===== config.mk =====
export PLATFORM = sky130hd
export DESIGN_NAME = countdown_timer
export DESIGN_NICKNAME = d
export VERILOG_FILES = /design/src/rtl/countdown_timer.sv
export SDC_FILE = /design/constraint.sdc
export NUM_CORES = 1
export LEC_CHECK = 0
export CORE_ASPECT_RATIO = 2
export CORE_MARGIN = 3
export CORE_UTILIZATION = 50
export CTS_CLUSTER_DIAMETER = 60
export DETAILED_ROUTE_END_ITERATION = 6
export PLACE_DENSITY = 0.76
export SYNTH_ARGS = -nofsm -noshare
export SYNTH_HDL_FRONTEND = slang
export SYNTH_SLANG_ARGS = --single-unit

===== constraint.sdc =====
create_clock -name ClockIn -period 2.31 [get_ports ClockIn]
set_input_delay 0.3465 -clock ClockIn [delete_from_list [all_inputs] [get_ports ClockIn]]
set_output_delay 0.3465 -clock ClockIn [all_outputs]
set_load 0.005 [all_outputs]

===== src/rtl/countdown_timer.sv =====
// BCD two-digit countdown game timer.
// One-second prescaler, pause/resume, reload and expiry pulse.
module countdown_timer #(
    parameter int CLOCK_FREQUENCY = 50000000,
    parameter int START_TENS      = 9,
    parameter int START_ONES      = 9,
    parameter int WARN_SECONDS    = 10
) (
    input  logic       ClockIn,
    input  logic       Resetn,
    input  logic       Load,
    input  logic [3:0] LoadTens,
    input  logic [3:0] LoadOnes,
    input  logic       Start,
    input  logic       Pause,
    output logic [3:0] TensValue,
    output logic [3:0] OnesValue,
    output logic [6:0] RemainingBin,
    output logic       Running,
    output logic       Warning,
    output logic       Expired,
    output logic       Done
);

    localparam int PW = $clog2(CLOCK_FREQUENCY);
    localparam logic [PW-1:0] PRESC_MAX = PW'(CLOCK_FREQUENCY - 1);
    localparam logic [6:0] WARN_B = 7'(WARN_SECONDS);

    typedef enum logic [1:0] {
        S_IDLE,
        S_RUN,
        S_PAUSED,
        S_DONE
    } state_t;

    state_t        r_state;
    state_t        w_state_nxt;
    logic [3:0]    r_tens;
    logic [3:0]    w_tens_nxt;
    logic [3:0]    r_ones;
    logic [3:0]    w_ones_nxt;
    logic [PW-1:0] r_presc;
    logic [PW-1:0] w_presc_nxt;
    logic          r_expired;
    logic          w_expired_nxt;
    logic [3:0]    w_ld_tens;
    logic [3:0]    w_ld_ones;
    logic          w_is_zero;
    logic          w_is_one;

    assign w_ld_tens = (LoadTens > 4'd9) ? 4'd9 : LoadTens;
    assign w_ld_ones = (LoadOnes > 4'd9) ? 4'd9 : LoadOnes;
    assign w_is_zero = (r_tens == 4'd0) && (r_ones == 4'd0);
    assign w_is_one  = (r_tens == 4'd0) && (r_ones == 4'd1);

    // State, digit, prescaler and expiry-pulse registers
    always_ff @(posedge ClockIn) begin
        if (!Resetn) begin
            r_state   <= S_IDLE;
            r_tens    <= 4'(START_TENS);
            r_ones    <= 4'(START_ONES);
            r_presc   <= PRESC_MAX;
            r_expired <= 1'b0;
        end else begin
            r_state   <= w_state_nxt;
            r_tens    <= w_tens_nxt;
            r_ones    <= w_ones_nxt;
            r_presc   <= w_presc_nxt;
            r_expired <= w_expired_nxt;
        end
    end

    // Next state: Load beats Pause beats Start; a paused prescaler keeps its count
    always_comb begin
        w_state_nxt   = r_state;
        w_tens_nxt    = r_tens;
        w_ones_nxt    = r_ones;
        w_presc_nxt   = r_presc;
        w_expired_nxt = 1'b0;
        if (Load) begin
            w_state_nxt = S_IDLE;
            w_tens_nxt  = w_ld_tens;
            w_ones_nxt  = w_ld_ones;
            w_presc_nxt = PRESC_MAX;
        end else begin
            unique case (r_state)
                S_IDLE: begin
                    if (!Pause && Start) begin
                        if (w_is_zero) begin
                            w_state_nxt   = S_DONE;
                            w_expired_nxt = 1'b1;
                        end else begin
                            w_state_nxt = S_RUN;
                            w_presc_nxt = PRESC_MAX;
                        end
                    end
                end
                S_RUN: begin
                    if (Pause) begin
                        w_state_nxt = S_PAUSED;
                    end else if (r_presc == '0) begin
                        w_presc_nxt = PRESC_MAX;
                        if (r_ones != 4'd0) begin
                            w_ones_nxt = r_ones - 4'd1;
                        end else begin
                            w_ones_nxt = 4'd9;
                            w_tens_nxt = r_tens - 4'd1;
                        end
                        if (w_is_one) begin
                            w_state_nxt   = S_DONE;
                            w_expired_nxt = 1'b1;
                        end
                    end else begin
                        w_presc_nxt = r_presc - PW'(1);
                    end
                end
                S_PAUSED: begin
                    if (!Pause && Start) begin
                        w_state_nxt = S_RUN;
                    end
                end
                S_DONE: begin
                end
                default: begin
                    w_state_nxt = S_IDLE;
                end
            endcase
        end
    end

    // Output decodes of the registered state
    always_comb begin
        TensValue    = r_tens;
        OnesValue    = r_ones;
        RemainingBin = ({3'b000, r_tens} * 7'd10) + {3'b000, r_ones};
        Running      = (r_state == S_RUN);
        Done         = (r_state == S_DONE);
        Expired      = r_expired;
        Warning      = ((r_state == S_RUN) || (r_state == S_PAUSED))
                       && (RemainingBin != 7'd0)
                       && (RemainingBin <= WARN_B);
    end

endmodule


==> metrics.md, run 1 <==
| Metric | Value |
|---|---|
| Root buf cell | `clkbuf_8` |
| Std cell rows | `35` |
| Top cell type by total area after synthesis | `dfxtp_1` |
| Post-Syn Instances | `roughly 280` |
| H-tree depth | `2` |
| Mapped cell area | `~0.0024 sq mm` |
| Max Buffers Root-to-Sink | `2` |
| Slew Limit Headroom | `64.4%` |
| WP data required | `slightly below 2 ns` |
| Largest net degree at the start of global routing | `11` |
| Final GP Congestion | `approximately 0.85` |
| Drt first-iter violations | `54` |
| Critical path class | `reg2out` |
| HP Start | `r_presc[4]$_SDFFE_PP1P_` |
| Clk Latency, worst-skew pair | `0.28 ns` |
| Final instance area | `roughly 0.0032 sq mm` |
| Crit-path max FO | `2` |
| Worst slack, placed | `-0.426 ns` |
| Total Wirelength | `between 6 and 7 mm` |
| Vias/cell | `6.00` |
| Placed Area | `around 0.003 sq mm` |
| All-layer global routing usage | `about a quarter` |
| Final worst path period need | `2.59 ns` |
| Drt drc | `0` |
| CP most frequent cell | `ha_4` |
| Ant diodes | `0` |
| Clock skew | `around 0.0014 ns` |
| First-pass GRT wire length | `around 11 mm` |
| Critical Path End Type | `output pin` |
| Synth Warn # | `0` |
| Failing checks | `setup timing` |
| Vias in the first global route | `around 2500` |
| Post-synth EDFFs | `0` |
| Cell Pwr Density | `roughly 460 mW/mm^2` |
| Initial antenna violation count | `0` |
| Final Setup Violations | `3` |
| Yosys reg bits | `37` |
| Peak supply drop | `approximately 0.46 mV` |
| Fmax | `about 0.39 GHz` |
| Setup crit start kind | `flop` |
| Slew @ Worst Pin | `0.529 ns` |
| CP Cell Sequence | `ha_4 > ha_4 > inv_2 > fa_1 > buf_4 > nor3b_2 > xnor2_1 > nor4_1 > buf_2` |
| Via count | `approximately 2400` |
| DRT Pass-1 Iters | `4` |
| HPWL after DPL | `5.19 mm` |
| WP data arrival | `~2.2 ns` |
| Die Y | `104 microns` |
| Die Wd | `between 50 and 60 microns` |
| Final Util | `69.3%` |
| Primary FF master, synth | `dfxtp_1` |
| Die area | `between 0.005 and 0.006 sq mm` |
| CTS tree | `built` |
| Netlist cell types | `between 50 and 60` |
| RSZ-0062 raised after global routing | `true` |
| Static Leak | `roughly 0.0012 uW` |
| Fin crit share | `112%` |
| Synth top area share | `30.9%` |
| Final WS setup | `-0.277 ns` |
| P&R area growth vs syn | `33.0%` |
| Crit path from | `TensValue[3]$_SDFFE_PN1P_` |
| Starting density of the core | `around 52%` |
| Clock sinks | `37` |
| Slew Viols, Final | `0` |
| I/O Pins | `32` |
| Hold Vio Cnt, Final | `0` |
| Peak per-stage delay on the critical path | `around 0.45 ns` |
| Syn nets | `about 310` |
| Final Power | `between 1000 and 1500 uW` |
| Hold Path Class | `reg2reg` |
| Crit Reg-Reg Startpoint | `r_presc[0]$_SDFFE_PP1P_` |
| CP max stage cell | `fa_1` |
| Core Region | `approximately 0.0046 sq mm` |
| Num CTS Buffers | `5` |
| Average wire per cell in the routed design | `roughly 17 microns` |
| Final ANT Viol Nets | `0` |
| Reg clk slew, reported paths | `roughly 0.070 ns` |
| Outcome | `finished with violations` |
| Cells taking the most area after synthesis | `dfxtp_1, ha_1, xnor2_1` |
| Final nets | `around 380` |
| Syn_area_per_cell | `~8.5 sq um` |
| Post-synth ARST share | `0%` |
| Share of layout cells above drive strength 1 | `about a quarter` |
| Port Buffer Count | `31` |
| # Max-Cap Violations | `0` |
| Gr ovfl total | `0` |
| Register area share after synthesis | `30.9%` |
[stage by stage]
stage	hold WS, ns	std cells	TNS (ns)
after floorplan	0.456	283	0
after global placement	0.474	392	-1.01
after detailed placement	0.493	392	-1.26
after CTS	0.515	401	-0.707
after global routing	0.554	402	-0.887
final	0.512	402	-0.565
[layout make-up]
class,instances,area (sq um)
well taps,55,68.8
clock inverters,1,5.00
fillers,376,1410
repair buffers,69,589
inverters,11,41.3
clock buffers,5,68.8
flip-flops and latches,37,748
multi-input cells,224,1660
[final timing paths]
check / end / slack [ns] / depth (start not counted)
worst max-delay path: Warning / -0.28 / 9
worst min-delay path: r_presc[4]$_SDFFE_PP1P_ / 0.51 / 2
worst max register to register: r_state[0]$_SDFFE_PP0P_ / 0 / 7
worst min register to register: r_presc[4]$_SDFFE_PP1P_ / 0.51 / 2
[cells in the mapped netlist, types with 2 or more instances]
library cell,number
xnor2_1,17
nor4_1,8
nand4_1,4
xor2_1,8
mux2i_1,2
or3_2,3
o211ai_1,3
nor4_4,2
nor2_1,27
clkbuf_1,4
ha_1,14
inv_1,11
dfxtp_1,37
nor2b_1,4
nand3b_1,5
nor4b_1,4
a21oi_1,3
or2_2,2
or4_1,4
buf_2,5
a21o_1,2
or3_1,4
nand3_1,9
o21a_1,2
o21ai_0,10
fa_1,2
a32oi_1,2
nand2_1,28
nand2b_1,3
nor3b_1,2
a41oi_1,2
nor3_1,21
nand4_2,2
and3_1,2
[cells by family (layout without fill, tap and decap cells)]
group | count (synthesis) | count (layout) | synth area share, %
AO/OA/AOI/OAI | 38 | 38 | 11.9
multiplexers | 2 | 2 | 0.836
buffers and inverters | 22 | 86 | 4.18
flip-flops | 37 | 37 | 30.9
adder cells (fa/ha/maj) | 16 | 16 | 8.98
XOR/XNOR | 25 | 25 | 9.14
AND/OR/NAND/NOR | 143 | 143 | 34.1
[metal layers]
layer	wire, microns	up-vias	global-route usage, %
met4	380	0	16.3
met1	2250	1160	24.3
met3	255	30	3.44
li1	-	1144	-
met2	3880	78	46.5
met5	0	-	0
[layout by cell type (no fill, tap or decap), types with 3 or more instances in the layout]
master	netlist	layout
or3_2	3	3
nor4b_1	4	3
inv_1	11	10
nor2_1	27	27
ha_4	0	3
xnor2_1	17	16
nor2b_1	4	4
nand3_1	9	9
o211ai_1	3	3
nand3b_1	5	5
clkdlybuf4s50_1	0	25
buf_4	1	38
ha_1	14	8
o21ai_0	10	9
nor4_1	8	6
dlygate4sd2_1	0	3
or3_1	4	3
dfxtp_1	37	33
clkbuf_8	0	5
or4_1	4	4
nor4_2	1	3
nand2_1	28	28
ha_2	0	3
nor3_1	21	21
nand4_1	4	4
dfxtp_2	0	3
xor2_1	8	7
nand2b_1	3	3
[repair_timing]
item / in CTS / in global routing
hold buffers: 0 / 0
setup endpoints to repair: 5 / 21
pin swaps: 11 / 5
gates resized for setup: 33 / 9
endpoints found under the hold margin: 0 / 0
buffers inserted: 4 / 1
cloned: 0 / 0
[sequential cells by signal, indices dropped and copies added (netlist names)]
signal	count
r_presc	26
OnesValue	4
TensValue	4
r_state	2
Expired	1
[critical path: cells and delay by family (launching register included)]
family	cells	cell delay [ns]
AND/OR/NAND/NOR	2	0.35
XOR/XNOR	1	0.10
flip-flops	1	0.34
buffers and inverters	3	0.34
adder cells (fa/ha/maj)	3	0.84
[power by group]
group	internal (uW)	total, uW	switching (uW)
Clock	199	418	219
Sequential	649	662	12.9
Combinational	212	384	172
(Power assumes the default switching activity.)
==> inputs of run 2 (changes only) <==
- CELL_PAD_IN_SITES_DETAIL_PLACEMENT: not set -> 0
- CELL_PAD_IN_SITES_GLOBAL_PLACEMENT: not set -> 1
- CORE_UTILIZATION: 50 -> 37
- PLACE_DENSITY: 0.76 -> not set
- PLACE_DENSITY_LB_ADDON: not set -> 0.1
==> metrics.md, run 2 (same netlist as run 1, synthesis figures left out) <==
| Metric | Value |
|---|---|
| Outcome | `finished with violations` |
| Failing checks | `setup timing` |
| Drt first-iter violations | `87 (+61%)` |
| Std cell rows | `40 (+14%)` |
| Slew Viols, Final | `0 (unchanged)` |
| Hold path cells | `2 (unchanged)` |
| Setup_tns | `-0.659 ns (-0.0936 ns)` |
| Slew @ Worst Pin | `0.575 ns (+0.0461 ns)` |
| Commonest non-fill, non-tap cell in the layout | `buf_4` |
| All-layer global routing usage | `19.5% (-6.2 points)` |
| RSZ-0062 raised after global routing | `true` |
| WP data required | `1.96 ns (about the same)` |
| Crit Reg-Reg Startpoint | `TensValue[0]$_SDFFE_PN1P_` |
| Starting density of the core | `38.9% (-13 points)` |
| H-tree depth | `2 (unchanged)` |
| HP Start | `r_presc[4]$_SDFFE_PP1P_` |
| Placed Area | `0.00309 sq mm (+3.9%)` |
| Average wire per cell in the routed design | `15.9 microns (-5.7%)` |
| Share of layout cells above drive strength 1 | `29.0% (+3.9 points)` |
| Root buf cell | `clkbuf_16` |
| Ant diodes | `0 (unchanged)` |
| Vias/cell | `5.30 (-12%)` |
| Final WS setup | `-0.287 ns (-0.0101 ns)` |
| Die area | `0.00754 sq mm (+32%)` |
| Peak supply drop | `0.316 mV (-32%)` |
| Largest net degree at the start of global routing | `19 (+8)` |
| Clock sinks | `37 (unchanged)` |
| Most frequent cells in the layout | `buf_4, dfxtp_1, nand2_1, nor2_1, clkdlybuf4s50_1` |
| CTS tree | `built` |
| Hold EP | `r_presc[4]$_SDFFE_PP1P_` |
| Hold Path Class | `reg2reg` |
| Clk Latency, worst-skew pair | `0.28 ns (about the same)` |
| WP data arrival | `2.25 ns (about the same)` |
| Fmax | `0.385 GHz (-0.39%)` |
| Max reg flops | `26 (unchanged)` |
| Num CTS Buffers | `5 (unchanged)` |
| Total Wirelength | `7.03 mm (+3.9%)` |
| Slew Limit Headroom | `61.3% (-3.1 points)` |
| R2r endpoint | `r_state[1]$_SDFFE_PP0P_` |
| Final ANT Viol Nets | `0 (unchanged)` |
| Critical Path End Type | `output pin` |
| Final nets | `387 (+2.7%)` |
| R2R setup slack | `0.08 ns (+0.08 ns)` |
| Via count | `2346 (-2.7%)` |
| Cell Pwr Density | `506 mW/mm^2 (+10%)` |
| Largest register by flop count | `r_presc` |
| # Max-Cap Violations | `0 (unchanged)` |
| Crit-path max FO | `2 (unchanged)` |
| Core Region | `0.00616 sq mm (+34%)` |
| First-pass GRT wire length | `11.5 mm (+4.1%)` |
| Static Leak | `0.00126 uW (+8.9%)` |
| Setup crit start kind | `flop` |
| DRT Pass-1 Iters | `4 (unchanged)` |
| Die Wd | `62.9 microns (+14%)` |
| Final instance area | `0.00347 sq mm (+8.9%)` |
| Initial antenna violation count | `0 (unchanged)` |
| P&R area growth vs syn | `44.8%` |
| HPWL after DPL | `5.58 mm (+7.6%)` |
| Fin crit share | `112% (+0.44 points)` |
| Clock skew | `0.00526 ns (+0.00388 ns)` |
| Final Setup Violations | `3 (unchanged)` |
| Reg2reg path depth | `9 (+2)` |
| Max Buffers Root-to-Sink | `2 (unchanged)` |
| Hold Vio Cnt, Final | `0 (unchanged)` |
| Reg clk slew, reported paths | `0.05 ns (-0.02 ns)` |
| Final GP Congestion | `0.791 (-7.1%)` |
| Die Y | `120 microns (+15%)` |
| Port Buffer Count | `31 (unchanged)` |
| Gr ovfl total | `0 (unchanged)` |
| Drt drc | `0 (unchanged)` |
| Vias in the first global route | `2466 (-1.5%)` |
| Final worst path period need | `2.60 ns (+0.0101 ns)` |
| Hold-fix buffers, CTS | `0 (unchanged)` |
| I/O Pins | `32 (unchanged)` |
| Critical path class | `reg2out` |
[run 2: cell type report]
| cell class | instances | area [sq um] |
|---|---|---|
| fill | 610 | 2690 |
| multi-input combinational | 224 | 1750 |
| timing repair buffer | 79 | 684 |
| sequential | 37 | 747 |
| clock inverter | 2 | 10.0 |
| clock buffer | 6 | 129 |
| tap | 84 | 105 |
| inverter | 11 | 41.3 |
[run 2: routing by layer]
metal | up-vias | track usage, % | wire length (microns)
li1 | 1172 | - | -
met1 | 1119 | 17.2 | 2420
met2 | 39 | 39.2 | 4110
met3 | 16 | 2.43 | 160
met4 | 0 | 12.2 | 343
met5 | - | 0 | 0
[run 2: critical path, cell delays in order (launching register included)]
cell	delay, ns
dfxtp_2	0.33
ha_4	0.27
ha_4	0.12
inv_2	0.03
fa_1	0.49
buf_6	0.15
xnor2_4	0.12
nor4_2	0.30
buf_2	0.16
[run 2: how the worst max path moves through the flow]
stage	end	depth (start not counted)	slack, ns	start
6_report	Warning	8	-0.29	TensValue[1]$_SDFFE_PN0P_
2_1_floorplan	Warning	7	0.06	TensValue[1]$_SDFFE_PN0P_
3_5_place_dp	Warning	8	-0.43	TensValue[1]$_SDFFE_PN0P_
3_3_place_gp	Warning	8	-0.41	TensValue[1]$_SDFFE_PN0P_
5_1_grt	Warning	8	-0.37	TensValue[3]$_SDFFE_PN1P_
4_1_cts	Warning	8	-0.27	TensValue[3]$_SDFFE_PN1P_
[run 2: timing repair]
| action | in CTS | in global routing |
|---|---|---|
| endpoints found under the setup margin | 6 | 24 |
| gates cloned | 0 | 0 |
| pin swaps | 10 | 5 |
| gates resized for setup | 35 | 19 |
| setup buffers | 4 | 2 |
[run 2: power breakdown]
group	switching (uW)	leakage (uW)	internal (uW)
Clock	249	0.0000706	396
Sequential	14.5	0.000301	650
Combinational	190	0.000892	256
[run 2: per-stage QoR]
step	hold slack, ns	util, %	total power, uW	setup slack, ns	std cells
3_3_place_gp	0.475	50.2	1040	-0.405	430
4_1_cts	0.510	54.4	1720	-0.272	441
5_1_grt	0.522	56.3	1830	-0.373	443
6_report	0.502	56.3	1750	-0.287	443
3_5_place_dp	0.500	50.2	1040	-0.426	430
2_1_floorplan	0.456	-	828	0.0647	283
==> inputs of run 3 (changes only) <==
- ABC_CLOCK_PERIOD_IN_PS: not set -> 2310
==> results of run 3 <==
Final layout, timing and power as in run 2 (identical DEF).
